[src/rtl/rej_bounded2_pack.sv]
// Packs 3-bit eta=2 coefficients LSB-first into OUT_W-bit words, flagging the last word of each polynomial.
// Optional range check on incoming fields: define REJ_BOUNDED2_PACK_RANGE_CHECK_EN.
//
// state | meaning
// FILL  | accepting beats while the buffer has room for a full beat
// DRAIN | all beats of the polynomial taken; emptying the buffer
module rej_bounded2_pack #(
   parameter int NUM_COEFF      = 4,
   parameter int COEFF_W        = 3,
   parameter int OUT_W          = 32,
   parameter int NUM_POLY_COEFF = 256,
   parameter int BUF_W          = 64
) (
   input  logic                         clk,
   input  logic                         rst,
   input  logic                         valid_i,
   output logic                         ready_o,
   input  logic [NUM_COEFF*COEFF_W-1:0] data_i,
   output logic                         valid_o,
   input  logic                         ready_i,
   output logic [OUT_W-1:0]             data_o,
   output logic                         last_o,
   output logic                         error_o
);
   localparam int IN_W   = NUM_COEFF * COEFF_W;
   localparam int BEATS  = NUM_POLY_COEFF / NUM_COEFF;
   localparam int WORDS  = NUM_POLY_COEFF * COEFF_W / OUT_W;
   localparam int FILL_W = $clog2(BUF_W + 1);
   localparam int BEAT_W = $clog2(BEATS);
   localparam int WORD_W = $clog2(WORDS);

   typedef enum logic {ST_FILL, ST_DRAIN} state_t;

   state_t              state_q, state_d;
   logic [BUF_W-1:0]    buffer_q, buffer_d;
   logic [FILL_W-1:0]   fill_cnt_q, fill_cnt_d;
   logic [BEAT_W-1:0]   beat_cnt_q, beat_cnt_d;
   logic [WORD_W-1:0]   word_cnt_q, word_cnt_d;
   logic                push, pop;
   logic [BUF_W-1:0]    buffer_base;
   logic [FILL_W-1:0]   ins_offset;

   always_comb begin
      ready_o     = (state_q == ST_FILL) && (fill_cnt_q <= FILL_W'(BUF_W - IN_W));
      valid_o     = (fill_cnt_q >= FILL_W'(OUT_W));
      last_o      = valid_o && (word_cnt_q == WORD_W'(WORDS - 1));
      data_o      = buffer_q[OUT_W-1:0];
      push        = valid_i && ready_o;
      pop         = valid_o && ready_i;

      // Insertion point is relative to the buffer after this cycle's pop shift.
      buffer_base = pop ? (buffer_q >> OUT_W) : buffer_q;
      ins_offset  = pop ? (fill_cnt_q - FILL_W'(OUT_W)) : fill_cnt_q;
      buffer_d    = buffer_base;
      if (push) begin
         buffer_d = buffer_base | (BUF_W'(data_i) << ins_offset);
      end
      fill_cnt_d  = fill_cnt_q - (pop ? FILL_W'(OUT_W) : '0) + (push ? FILL_W'(IN_W) : '0);

      state_d     = state_q;
      beat_cnt_d  = beat_cnt_q;
      word_cnt_d  = word_cnt_q;
      if (push) begin
         if (beat_cnt_q == BEAT_W'(BEATS - 1)) begin
            beat_cnt_d = '0;
            state_d    = ST_DRAIN;
         end else begin
            beat_cnt_d = beat_cnt_q + BEAT_W'(1);
         end
      end
      if (pop) begin
         if (last_o) begin
            word_cnt_d = '0;
            state_d    = ST_FILL;
         end else begin
            word_cnt_d = word_cnt_q + WORD_W'(1);
         end
      end
   end

   always_ff @(posedge clk) begin
      if (rst) begin
         state_q    <= ST_FILL;
         buffer_q   <= '0;
         fill_cnt_q <= '0;
         beat_cnt_q <= '0;
         word_cnt_q <= '0;
      end else begin
         state_q    <= state_d;
         buffer_q   <= buffer_d;
         fill_cnt_q <= fill_cnt_d;
         beat_cnt_q <= beat_cnt_d;
         word_cnt_q <= word_cnt_d;
      end
   end

`ifdef REJ_BOUNDED2_PACK_RANGE_CHECK_EN
   localparam logic [COEFF_W-1:0] MAX_VAL = COEFF_W'(4);
   logic error_q, error_d;

   always_comb begin
      error_d = error_q;
      if (push) begin
         for (int k = 0; k < NUM_COEFF; k++) begin
            if (data_i[k*COEFF_W +: COEFF_W] > MAX_VAL) begin
               error_d = 1'b1;
            end
         end
      end
   end

   always_ff @(posedge clk) begin
      if (rst) begin
         error_q <= 1'b0;
      end else begin
         error_q <= error_d;
      end
   end

   assign error_o = error_q;
`else
   assign error_o = 1'b0;
`endif

endmodule

[config.mk]
export PLATFORM = sky130hd
export DESIGN_NAME = rej_bounded2_pack
export DESIGN_NICKNAME = d
export VERILOG_FILES = /design/src/rtl/rej_bounded2_pack.sv
export SDC_FILE = /design/constraint.sdc
export NUM_CORES = 1
export LEC_CHECK = 0
export CAP_MARGIN = 30
export CORE_ASPECT_RATIO = 0.9
export CORE_MARGIN = 8
export CORE_UTILIZATION = 50
export DETAILED_ROUTE_END_ITERATION = 16
export PLACE_DENSITY = 0.81
export RECOVER_POWER = 50
export SKIP_LAST_GASP = 1
export SYNTH_ARGS = -nofsm -noshare
export SYNTH_HDL_FRONTEND = slang
export SYNTH_SLANG_ARGS = --single-unit
[constraint.sdc]
create_clock -name clk -period 2.85 [get_ports clk]
set_clock_uncertainty 0.15 [all_clocks]
set_input_delay 0.57 -clock clk [delete_from_list [all_inputs] [get_ports clk]]
set_output_delay 0.57 -clock clk [all_outputs]
set_load 0.02 [all_outputs]
==> flow_metrics.py <==
metrics = {
    "status": {
        "status": "finished, final reports clean",
    },
    "cts": {
        "cts.sinks": 81,
        "path_clk_slew_ns": 0.09,
        "ctsHoldBuffers": 0,
        "cts_tree": "built",
        "insertion_delay_ns": 0.36,
        "cts_max_level": 3,
        "cts_buffers": 9,
        "post_cts_buffers": 0,
        "root_buffer": "clkbuf_8",
        "clk_path_buf_depth": 2,
    },
    "floorplan": {
        "dieArea_um2": 11300,
        "core-area_um2": 7990,
        "die_w_um": 111.2,
        "rows": 31,
        "io_pins": 52,
        "die_h_um": 101.7,
        "start_util": 0.5102,
    },
    "finish": {
        "drive_gt1_frac": 0.1104,
        "final_common_cell": "dfxtp_1",
        "fin_nets": 504,
        "final_cell_mix": "dfxtp_1, nand2_1, dlygate4sd3_1",
        "fill_cells": 679,
        "fin_area_um2": 4745,
        "stdcell_count": 579,
        "antenna_cells": 0,
        "syn_to_final_growth_pct": 16.39,
        "fin_util": 0.5938,
    },
    "synthesis": {
        "synth_area_leader_cell": "dfxtp_1",
        "netlist_instances": 450,
        "yosysTopAreaCellShare": 0.3978,
        "syn_nets": 479,
        "ys_seq_area_frac": 0.3978,
        "yosys.area_share.simple": 0.1608,
        "ys_types": 52,
        "synth_top_family_by_area": "compound AO/OA/AOI/OAI gates",
        "syn_avg_cell_area_um2": 9.059,
        "synthAdderAreaFrac": 0.04174,
        "synth_area_um2": 4076,
        "synth_area_leaders": "dfxtp_1, mux2i_1, buf_4",
        "synth_compound_gate_area_share": 0.2093,
        "yosysWarnings": 0,
        "synth_xor_xnor_area_share": 0.006446,
        "synthMuxAreaShare": 0.06630,
        "synth_seq_cells": 81,
    },
    "routing": {
        "wire_per_inst_um": 17.84,
        "drt_iter0_markers": 390,
        "avgViaCountPerCell": 5.998,
        "postRouteAntennaNets": 0,
        "wirelength_um": 10330,
        "drc": 0,
        "vias": 3473,
        "dr.pass1.iters": 6,
    },
    "timing": {
        "period_needed_ns": 2.708,
        "finalSetupViolations": 0,
        "fmaxAchievable_ghz": 0.3693,
        "fin_crit_sh": 0.9501,
        "relSlewSlack": 0.6078,
        "worst_slew_pin_slew_ns": 0.5720,
        "grt_setup_unrepaired": "false",
        "slew_viol_final": 0,
        "hold_viol": 0,
    },
    "setup_path": {
        "required_ns": 2.13,
        "path_max_fanout": 12,
        "path_class": "flop to output pin",
        "cp.arrival_ns": 1.99,
        "start_kind": "flop",
        "critPathCaptureType": "output pin",
    },
    "worst_hold_path": {
        "worst_hold_path_type": "flop to flop",
    },
    "placed_design": {
        "hpwl_um": 7506,
        "gp_congestion": 0.8836,
        "port_buffers": 50,
        "dp_cells": 563,
        "place_area_um2": 4524,
    },
    "grt": {
        "grt_usage": 0.1812,
        "grt_pass1_wl_um": 16820,
        "grt_max_degree": 50,
        "grt_pass1_vias": 3376,
        "antenna_found_initial": 0,
        "grt-ovfl-total": 0,
    },
    "job": {
        "maxCapViolations": 0,
    },
    "power_and_ir_drop": {
        "power_density_nw_per_um2": 896.3,
        "ir_worst_vdd_mv": 0.4010,
        "power.leakage_nw": 1.840,
    },
}
registers in the layout, indices dropped and copies added (netlist names):
signal,cells
buffer_q,64
beat_cnt_q,6
fill_cnt_q,5
word_cnt_q,5
state_q,1
per-layer routing:
metal | track usage | wire length [µm]
met4 | 0.07574 | 220
met1 | 0.2231 | 4467
met2 | 0.2990 | 4795
met3 | 0.04263 | 845
met5 | 0 | 0
Yosys cell counts, drive strengths merged:
cell,number
a22o,28
o2bb2ai,8
o31ai,2
nor2,10
o21a,1
nand3,13
clkbuf,15
clkinv,2
nor3,7
nor4b,3
buf,45
nor4,2
xnor2,1
nand2,58
o211ai,1
nand4,8
a211oi,1
a21boi,1
a311oi,2
dfxtp,81
a32o,4
a31oi,16
nor3b,4
o21ai,10
a22oi,4
nor2b,5
a21oi,13
o211a,1
nand2b,2
mux2i,27
fa,1
and3,1
inv,23
o22ai,24
or4,4
conb,1
or3b,2
or3,3
a41oi,2
ha,12
xor2,2
what timing repair did:
| item | 4_1_cts | 5_1_grt |
|---|---|---|
| gates cloned | 0 | 0 |
| setup endpoints to repair | 3 | 3 |
| resized for setup | 7 | 2 |
final timing paths:
check	endpoint	depth (start not counted)	start	slack (ns)
min	buffer_q[55]	1	buffer_q[55]	0.33
min reg2reg	buffer_q[55]	1	buffer_q[55]	0.33
max	ready_o	6	fill_cnt_q[6]	0.14
max reg2reg	fill_cnt_q[6]	13	fill_cnt_q[6]	0.18
cells by family (layout without fill, tap and decap cells):
family / Yosys count / in the layout
AND/OR/NAND/NOR: 122 / 122
AO/OA/AOI/OAI: 118 / 118
buffers and inverters: 85 / 115
flip-flops: 81 / 81
multiplexers: 27 / 27
adder cells (fa/ha/maj): 13 / 13
XOR/XNOR: 3 / 3
other: 1 / 1
stage by stage:
stage          TNS [ns]  hold slack (ns)  setup slack (ns)  power [mW]
6_report              0           0.3261            0.1422       4.252
3_5_place_dp     -1.641           0.3109           -0.4869       3.311
5_1_grt               0           0.3461           0.05261       4.483
4_1_cts         -0.1096           0.3287           -0.1096       4.303
2_1_floorplan         0           0.2917           0.03853       2.751
3_3_place_gp     -1.122           0.2989           -0.3815       3.201
worst max-delay path, cell delays in order, from the launching register on:
cell and delay, ns:
dfxtp_2 0.39, inv_1 0.08, ha_1 0.21, o211a_2 0.15
buf_4 0.20, nor3_1 0.21, dlygate4sd2_1 0.37
final cells by class:
class / count / area, µm² / share of cell area
Timing Repair Buffer: 74 / 681.9 / 0.1437
Tap cell: 99 / 123.9 / 0.02611
Inverter: 25 / 93.84 / 0.01978
Clock inverter: 6 / 97.59 / 0.02057
Clock buffer: 10 / 137.6 / 0.02901
Sequential cell: 81 / 1623 / 0.3420
Multi-Input combinational cell: 284 / 1987 / 0.4188
power breakdown:
group | internal [mW] | switching [mW] | leakage [nW]
clock | 0.531 | 0.455 | 0.119
sequential | 1.29 | 0.0997 | 0.656
combinational | 0.749 | 1.13 | 1.06
total | 2.57 | 1.68 | 1.84
Note: power is estimated with default switching activity, not from simulation.
